`src/rtl/req_arbiter10_if.sv`:
```
// Request/grant bundle between ten requesters and the shared-encoder arbiter.
interface req_arbiter10_if;
    logic [9:0] req;   // bit k: requester k wants the resource
    logic       done;  // grantee releases the resource (single-cycle pulse)
    logic [9:0] gnt;   // one-hot grant or all-zero
    logic [3:0] idx;   // binary index of grantee, 4'hF when idle
    logic       busy;  // a grant is currently held
    logic       to;    // grant was revoked by timeout

    modport master (
        output req,
        output done,
        input  gnt,
        input  idx,
        input  busy,
        input  to
    );

    modport slave (
        input  req,
        input  done,
        output gnt,
        output idx,
        output busy,
        output to
    );
endinterface

```
`src/rtl/req_arbiter10.sv`:
```
// Round-robin arbiter for ten requesters sharing one encoder. A grant is held
// until the grantee signals done, drops its request, or hits the timeout; each
// release is followed by a one-cycle gap before the next arbitration.
module req_arbiter10 #(
    parameter int unsigned TIMEOUT = 16
) (
    input logic             clk,
    input logic             rst,
    req_arbiter10_if.slave  bus
);

    typedef enum logic [1:0] {StIdle, StBusy, StGap} state_e;

    state_e     state_q, state_d;
    logic [3:0] ptr_q, ptr_d;
    logic [7:0] cnt_q, cnt_d;
    logic [9:0] gnt_q, gnt_d;
    logic [3:0] idx_q, idx_d;
    logic       to_q, to_d;

    logic [3:0] pick_idx;
    logic       holder_req;
    logic       timeout_hit;

    // First set bit at or above p, wrapping 9 -> 0; 4'hF if none.
    function automatic logic [3:0] pick_first(input logic [9:0] r, input logic [3:0] p);
        logic [3:0] res;
        logic [4:0] pos;
        logic       hit;
        res = 4'hF;
        hit = 1'b0;
        for (int i = 0; i < 10; i++) begin
            pos = 5'(p) + 5'(i);
            if (pos >= 5'd10) pos = pos - 5'd10;
            if (!hit && r[pos[3:0]]) begin
                hit = 1'b1;
                res = pos[3:0];
            end
        end
        return res;
    endfunction

    assign pick_idx    = pick_first(bus.req, ptr_q);
    assign holder_req  = |(bus.req & gnt_q);
    assign timeout_hit = (cnt_q == 8'(TIMEOUT - 1));

    // Next-state and registered-output decode.
    always_comb begin
        state_d = state_q;
        ptr_d   = ptr_q;
        cnt_d   = cnt_q;
        gnt_d   = gnt_q;
        idx_d   = idx_q;
        to_d    = 1'b0;
        unique case (state_q)
            StIdle: begin
                if (bus.req != 10'd0) begin
                    state_d = StBusy;
                    gnt_d   = 10'd1 << pick_idx;
                    idx_d   = pick_idx;
                    cnt_d   = 8'd0;
                end
            end
            StBusy: begin
                if (bus.done || !holder_req || timeout_hit) begin
                    state_d = StGap;
                    gnt_d   = 10'd0;
                    idx_d   = 4'hF;
                    ptr_d   = (idx_q == 4'd9) ? 4'd0 : idx_q + 4'd1;
                    // A coincident done takes precedence over the timeout.
                    to_d    = timeout_hit && !bus.done;
                end else begin
                    cnt_d = (cnt_q == 8'hFF) ? cnt_q : cnt_q + 8'd1;
                end
            end
            StGap: begin
                state_d = StIdle;
            end
            default: begin
                state_d = StIdle;
            end
        endcase
    end

    // State and output registers with synchronous reset.
    always_ff @(posedge clk) begin
        if (rst) begin
            state_q <= StIdle;
            ptr_q   <= 4'd0;
            cnt_q   <= 8'd0;
            gnt_q   <= 10'd0;
            idx_q   <= 4'hF;
            to_q    <= 1'b0;
        end else begin
            state_q <= state_d;
            ptr_q   <= ptr_d;
            cnt_q   <= cnt_d;
            gnt_q   <= gnt_d;
            idx_q   <= idx_d;
            to_q    <= to_d;
        end
    end

    assign bus.gnt  = gnt_q;
    assign bus.idx  = idx_q;
    assign bus.busy = (state_q == StBusy);
    assign bus.to   = to_q;

endmodule

```
`src/flat_wrapper.sv`:
```
// flat-port wrapper written by rule: the top's interface ports become plain ports
module req_arbiter10_flat 
#(
    parameter int unsigned TIMEOUT = 16
)
  (clk, rst, bus_req, bus_done, bus_gnt, bus_idx, bus_busy, bus_to);
  req_arbiter10_if bus_i ();
  input logic clk;
  input logic rst;
  input wire logic [$bits(bus_i.req)-1:0] bus_req;
  input wire logic [$bits(bus_i.done)-1:0] bus_done;
  output wire logic [$bits(bus_i.gnt)-1:0] bus_gnt;
  output wire logic [$bits(bus_i.idx)-1:0] bus_idx;
  output wire logic [$bits(bus_i.busy)-1:0] bus_busy;
  output wire logic [$bits(bus_i.to)-1:0] bus_to;
  assign bus_i.req = bus_req;
  assign bus_i.done = bus_done;
  assign bus_gnt = bus_i.gnt;
  assign bus_idx = bus_i.idx;
  assign bus_busy = bus_i.busy;
  assign bus_to = bus_i.to;
  req_arbiter10 #(.TIMEOUT(TIMEOUT)) u_core (.clk(clk), .rst(rst), .bus(bus_i));
endmodule
```
`config.mk`:
```
export PLATFORM = sky130hd
export DESIGN_NAME = req_arbiter10_flat
export DESIGN_NICKNAME = d
export VERILOG_FILES = /design/src/rtl/req_arbiter10_if.sv /design/src/rtl/req_arbiter10.sv /design/src/flat_wrapper.sv
export SDC_FILE = /design/constraint.sdc
export NUM_CORES = 1
export LEC_CHECK = 0
export ABC_AREA = 1
export BUFFER_PORTS_ARGS = -buffer_cell sky130_fd_sc_hd__buf_4
export CORE_MARGIN = 5
export CORE_UTILIZATION = 45
export CTS_CLUSTER_DIAMETER = 150
export DETAILED_ROUTE_END_ITERATION = 16
export PLACE_DENSITY_LB_ADDON = 0.2
export SLEW_MARGIN = 20
export SYNTH_ARGS = -nofsm -noshare
export SYNTH_HDL_FRONTEND = slang
export SYNTH_SLANG_ARGS = --single-unit
```
`constraint.sdc`:
```
create_clock -name clk -period 3.8 [get_ports clk]
set_clock_uncertainty 0.1 [all_clocks]
set_input_delay 0.19 -clock clk [delete_from_list [all_inputs] [get_ports clk]]
set_output_delay 0.19 -clock clk [all_outputs]
set_load 0.02 [all_outputs]
```
# --- Yosys cells after proc, flatten, opt, wreduce, memory -nomap -nowiden ---
# Cells that the tools add are included.
classes:
  add_sub_neg: 21
  magnitude_cmp: 20
  eq_ne: 8
  shift: 1
  n_mux: 63
  bitwise_logic: 3
  reduce_logical: 32
op_table:
  columns: ["op", "n"]
  rows:
  - ["4-bit two-way mux", 23]
  - ["4-bit by 5-bit less-than comparator with 1-bit output (second input constant)", 10]
  - ["5-bit by 4-bit greater-or-equal comparator with 1-bit output (second input constant)", 9]
  - ["1-bit binary-select mux with 4-bit select", 10]
  - ["4-bit subtractor (second input constant)", 10]
  - ["8-bit two-way mux", 3]
  - ["4-bit by 3-bit adder with 5-bit output (second input constant)", 4]
  - ["10-bit two-way mux", 2]
  - ["10-bit one-hot mux with 2 select lines", 1]
  - ["1-bit two-way mux", 19]
  - ["8-bit one-hot mux with 2 select lines", 1]
  - ["1-bit logical NOT", 11]
  - ["4-bit by 2-bit adder with 5-bit output (second input constant)", 2]
  - ["4-bit by 4-bit adder with 5-bit output (second input constant)", 2]
  - ["10-bit AND", 1]
  - ["1-bit logical AND", 10]
  - ["10-bit nonzero test", 1]
  - ["10-bit OR reduction", 1]
  - ["1-bit by 4-bit << shifter with 10-bit output (first input constant)", 1]
  - ["8-bit by 1-bit adder with 8-bit output (second input constant)", 1]
  - ["8-bit by 4-bit == test with 1-bit output (second input constant)", 1]
  - ["8-bit == test (second input constant)", 1]
  - ["4-bit one-hot mux with 2 select lines", 1]
  - ["4-bit by 1-bit adder with 5-bit output (second input constant)", 1]
  - ["16 further kinds", 22]
totals:
  regBits: 29
  in_bits: 13
  wordCells: 154

# --- Longest topological paths before layout ---
logic_depth:
  ltp_word: 35
  ltp_mapped: 30
  depth_no_buf: 29

# --- Worst setup path before layout ---
# OpenSTA, ideal clock, no wires.
synth_timing:
  kind: "reg2reg"
  startpoint: "reg u_core.ptr_q[1]"
  endpoint: "reg u_core.gnt_q[5], in the netlist u_core.bus.gnt[5]"
  setup_time_ns: 0.135
  arrival_time_ns: 3.442
  required_time_ns: 3.565
  path_slack_ns: 0.123
  path_stages_with_launch: 25
  path_buffers: 2
  synth_period_minus_slack_ns: 3.677
  cell_sequence: "dfxtp_1 buf_6 inv_1 ha_1 clkbuf_1 inv_1 ha_1 nand2_1 nand2_2 nand2_4 o21ai_1 nand3_1 nand2_1 nand2_1 nand4_4 nor2_8 nand3_1 nor2_2 nand3_1 nand3_1 nor2_1 nor2_2 nor2_1 nand3_1 a21oi_1"
synth_between:
  elab_chain_len: 35
  word_cells_on_any_way: 99
synth_rtl:
  columns: ["element", "line", "rtl"]
  rows:
  - ["from (decl)", "req_arbiter10.sv:15", "logic [3:0] ptr_q, ptr_d;"]
  - ["from (signal assigned)", "req_arbiter10.sv:96", "ptr_q <= ptr_d;"]
  - ["parallel branches: the longest is 31 deep, another holds 4-bit by 1-bit adder with 5-bit output", null, null]
  - ["4-bit two-way mux *", "req_arbiter10.sv:35", "if (!hit && r[pos[3:0]]) begin"]
  - ["1-bit by 4-bit << shifter with 10-bit output *", "req_arbiter10.sv:59", "gnt_d = 10'd1 << pick_idx;"]
  - ["10-bit two-way mux *", "req_arbiter10.sv:57", "if (bus.req != 10'd0) begin"]
  - ["10-bit one-hot mux with 2 select lines *", "req_arbiter10.sv:55", "unique case (state_q)"]
  - ["to (signal assigned)", "req_arbiter10.sv:98", "gnt_q <= gnt_d;"]
  - ["to (decl)", "req_arbiter10.sv:17", "logic [9:0] gnt_q, gnt_d;"]
# Every way passes the cells marked *. The select of a mux whose other input is x is not followed.
# A chain may end at the register's enable or synchronous reset.

# --- Final worst setup path ---
layout_timing:
  startpoint: "reg u_core.ptr_q[1]"
  endpoint: "reg u_core.gnt_q[9], in the netlist u_core.bus.gnt[9]"
# Same word-level chain as after synthesis.

==> Implementation_results.wiki <==
{| class="wikitable"
! Metric !! Value
|-
| Least-Margin Pin Slew || just over 600 ps
|-
| Post-synthesis sequential element count || 29
|-
| Endpoint required time on the critical path || around 4000 ps
|-
| Post-Synthesis Cell Area || 0.00377 mm²
|-
| Number of warnings reported in the yosys synthesis log || 0
|-
| Area of the die || 0.0103 mm²
|-
| Arrival time reported for the critical path endpoint || 3670 ps
|-
| Worst Path Buf+Inv || 6
|-
| Power Dens Cells || ~1000 mW/mm²
|-
| Overflow left after global routing || 0
|-
| Detailed Route Iter0 Violations || ~300
|-
| Number of synthesized flops with an enable pin || 0
|-
| Average cell area after synthesis || 6.17 µm²
|-
| Number of nets in the synthesized netlist || 650
|-
| Core box area || approximately 0.0082 mm²
|-
| Top-level I/O count || 29
|-
| CTS clock-pin slew for the worst setup and hold paths || ~70 ps
|-
| Setup violation total in the final timing report || 0
|-
| Row cnt || 33
|-
| CTS Buffer Depth || 2
|-
| Final hold violation count || 0
|-
| Top fanout value on the critical path || 6
|-
| Area after detailed placement || slightly above 0.004 mm²
|-
| Starting density of the core || 46.2%
|-
| Critical path startpoint category || register
|-
| Top cells by area, synth || sky130_fd_sc_hd__dfxtp_1 (15%), sky130_fd_sc_hd__nand2_1 (14%), sky130_fd_sc_hd__nand3_1 (10%), sky130_fd_sc_hd__inv_1 (9.0%), sky130_fd_sc_hd__ha_1 (8.0%)
|-
| Area share of the largest cell type after synthesis || between 10% and 20%
|-
| FFs w/ async S/R, synth || 0%
|-
| Htree depth || 2
|-
| Vias in the first global route || ~4000
|-
| Setup slack after placement || between 100 and 150 ps
|-
| Die span in x || 102 µm
|-
| Max-cap violation count || 0
|-
| Net count reported at finish || roughly 710
|-
| Cells on worst reg2reg path || 26
|-
| DRC violation count after routing || 0
|-
| Time the worst path needs with I/O delays and setup || 3560 ps
|-
| Total CTS buffers || 5
|-
| Total number of cells along the worst setup path || 26
|-
| Cell chosen for the clock root || sky130_fd_sc_hd__clkbuf_8
|-
| Post-layout worst setup margin || 242 ps
|-
| All-Layer GR Usage || roughly 22%
|-
| CP most frequent cell || sky130_fd_sc_hd__nand2_1
|-
| Hold Worst Slack || ~130 ps
|-
| Instance count after placement with tap cells included || between 700 and 800
|-
| Filler-free cell count of the finished design || about 770
|-
| Die H || just over 100 µm
|-
| Dominant register cell in the synthesized netlist || sky130_fd_sc_hd__dfxtp_1
|-
| Antenna violations before repair || 0
|-
| Number of buffers added on ports || 28
|-
| Sequential share of the synthesized area || 15.4%
|-
| Delay of the slowest cell on the worst path || approximately 360 ps
|-
| Remaining antenna violation count || 0
|-
| Latest clock arrival within the worst-skew pair || between 200 and 300 ps
|-
| Average wire per cell in the routed design || between 10 and 15 µm
|-
| Number of instances on the worst hold path || 2
|-
| Worst slew margin relative to its limit || between 50% and 60%
|-
| Dpl hpwl || approximately 9000 µm
|-
| Syn-to-layout area delta || 21.0%
|-
| Fmax || approximately 280 MHz
|-
| Worst supply voltage drop on vdd || roughly 0.66 mV
|-
| Routed WL || ~11000 µm
|-
| Setup CP Type || reg -> reg
|-
| Global-route wire length before repair || approximately 19000 µm
|-
| Crit path capture type || register
|-
| Type of the most critical hold path || in -> reg
|-
| Overall via count from detail_route || between 4000 and 5000
|-
| Total power of the final layout || 4.76 mW
|-
| Area of all placed cells without fillers || around 0.0046 mm²
|-
| Library cell contributing the largest single delay on the critical path || sky130_fd_sc_hd__dfxtp_2
|-
| Post-Syn Instances || about 600
|-
| Total iterations of the first detailed-routing run || 6
|-
| Share of layout cells above drive strength 1 || 23.8%
|-
| Maximum number of pins on one net before global-route repair || 24
|-
| Largest area contributor in the synthesized netlist || sky130_fd_sc_hd__dfxtp_1
|-
| Final-report max-slew violation count || 0
|-
| Category of cells accounting for the largest share of critical-path delay || simple AND/OR/NAND/NOR gates
|-
| # fillers || 797
|-
| Clock tree from TritonCTS || built
|-
| Netlist cell types || 52
|-
| Via density || between 5 and 6
|-
| Most frequent cells in the layout || sky130_fd_sc_hd__nand2_1 (137), sky130_fd_sc_hd__inv_1 (87), sky130_fd_sc_hd__nand3_1 (71)
|-
| Period utilization || between 90% and 100%
|-
| Clock sink total || 29
|-
| Most frequent standard cell in the layout excluding fill and tap cells || sky130_fd_sc_hd__nand2_1
|-
| Weighted congestion reported at the end of routability-driven placement || roughly 0.95
|-
| Run status || finished, final reports clean
|-
| Standby leakage power || 2.17 nW
|-
| Antenna diode count || 0
|}
cells in the mapped netlist (6+ instances only):
master                     count
sky130_fd_sc_hd__nor3_1       10
sky130_fd_sc_hd__nand2_1     145
sky130_fd_sc_hd__inv_1        90
sky130_fd_sc_hd__o21ai_1      12
sky130_fd_sc_hd__nor2_1       40
sky130_fd_sc_hd__a21oi_1      24
sky130_fd_sc_hd__o21ai_0      31
sky130_fd_sc_hd__o211ai_1      6
sky130_fd_sc_hd__nand3_1      77
sky130_fd_sc_hd__dfxtp_1      29
sky130_fd_sc_hd__nor4_1        6
sky130_fd_sc_hd__xor2_1        7
sky130_fd_sc_hd__ha_1         24
sky130_fd_sc_hd__nand2_2      11
sky130_fd_sc_hd__nand4_1      13
sky130_fd_sc_hd__inv_2         8
cell families (layout without fill, tap and decap cells):
logic type	Yosys count	in the layout	synth area share, %
AO/OA/AOI/OAI	107	107	18.0
XOR/XNOR	14	14	4.14
adder cells (fa/ha/maj)	25	25	8.49
buffers and inverters	112	168	12.4
flip-flops	29	29	15.4
AND/OR/NAND/NOR	325	325	41.6
metal layers:
| metal | vias to the layer above | part of all wire [%] | GRT usage [%] |
|---|---|---|---|
| li1 | 2136 | - | - |
| met1 | 1918 | 44 | 28.0 |
| met2 | 166 | 48 | 39.4 |
| met3 | 25 | 5.2 | 2.27 |
| met4 | 0 | 2.9 | 6.75 |
| met5 | - | 0 | 0 |
flip-flops by register name, summed over array words and instances, names as in the netlist:
register        flops
u_core.bus.to       1
u_core.cnt_q        8
u_core.bus.gnt     10
u_core.state_q      2
u_core.ptr_q        4
u_core.bus.idx      4
per-stage QoR:
step | utilization [%] | TNS [ps]
2_1_floorplan | - | 0
3_3_place_gp | 50.8 | 0
3_5_place_dp | 50.8 | 0
4_1_cts | 52.4 | 0
5_1_grt | 55.8 | -503
6_report | 55.8 | 0
worst paths after layout:
path,start,to,slack (ps)
max,u_core.ptr_q[1],u_core.bus.gnt[9],240
min,rst,u_core.bus.gnt[0],130
max reg2reg,u_core.ptr_q[1],u_core.bus.gnt[9],240
min reg2reg,u_core.cnt_q[2],u_core.cnt_q[2],380
area by class of cell:
type	count	area, µm²	area share [%]
inverters	102	398	8.72
multi-input cells	471	2880	63.0
well taps	105	131	2.88
clock buffers	6	82.6	1.81
clock inverters	2	37.5	0.822
flip-flops and latches	29	588	12.9
repair buffers	58	449	9.84
report_power, final:
group	total (mW)	internal (mW)	switching [mW]
sequential	0.467	0.378	0.0890
clock	0.335	0.213	0.122
combinational	3.96	1.40	2.56
total	4.76	1.99	2.77
worst register-to-register path, delay by kind of cell (launching register included):
| kind | cells | cell delay (ps) |
|---|---|---|
| simple gates | 16 | 1680 |
| buf+inv | 6 | 500 |
| fa+ha+maj | 2 | 420 |
| flops | 1 | 360 |
| xor+xnor | 1 | 320 |
| compound gates | 1 | 110 |
repair_timing:
| item | in CTS | in global routing |
|---|---|---|
| gates resized for setup | 0 | 52 |
| hold buffers | 1 | 0 |
| hold endpoints to repair | 1 | 0 |
| endpoints found under the setup margin | 0 | 12 |
| setup buffers | 0 | 14 |
(Power assumes the default switching activity.)
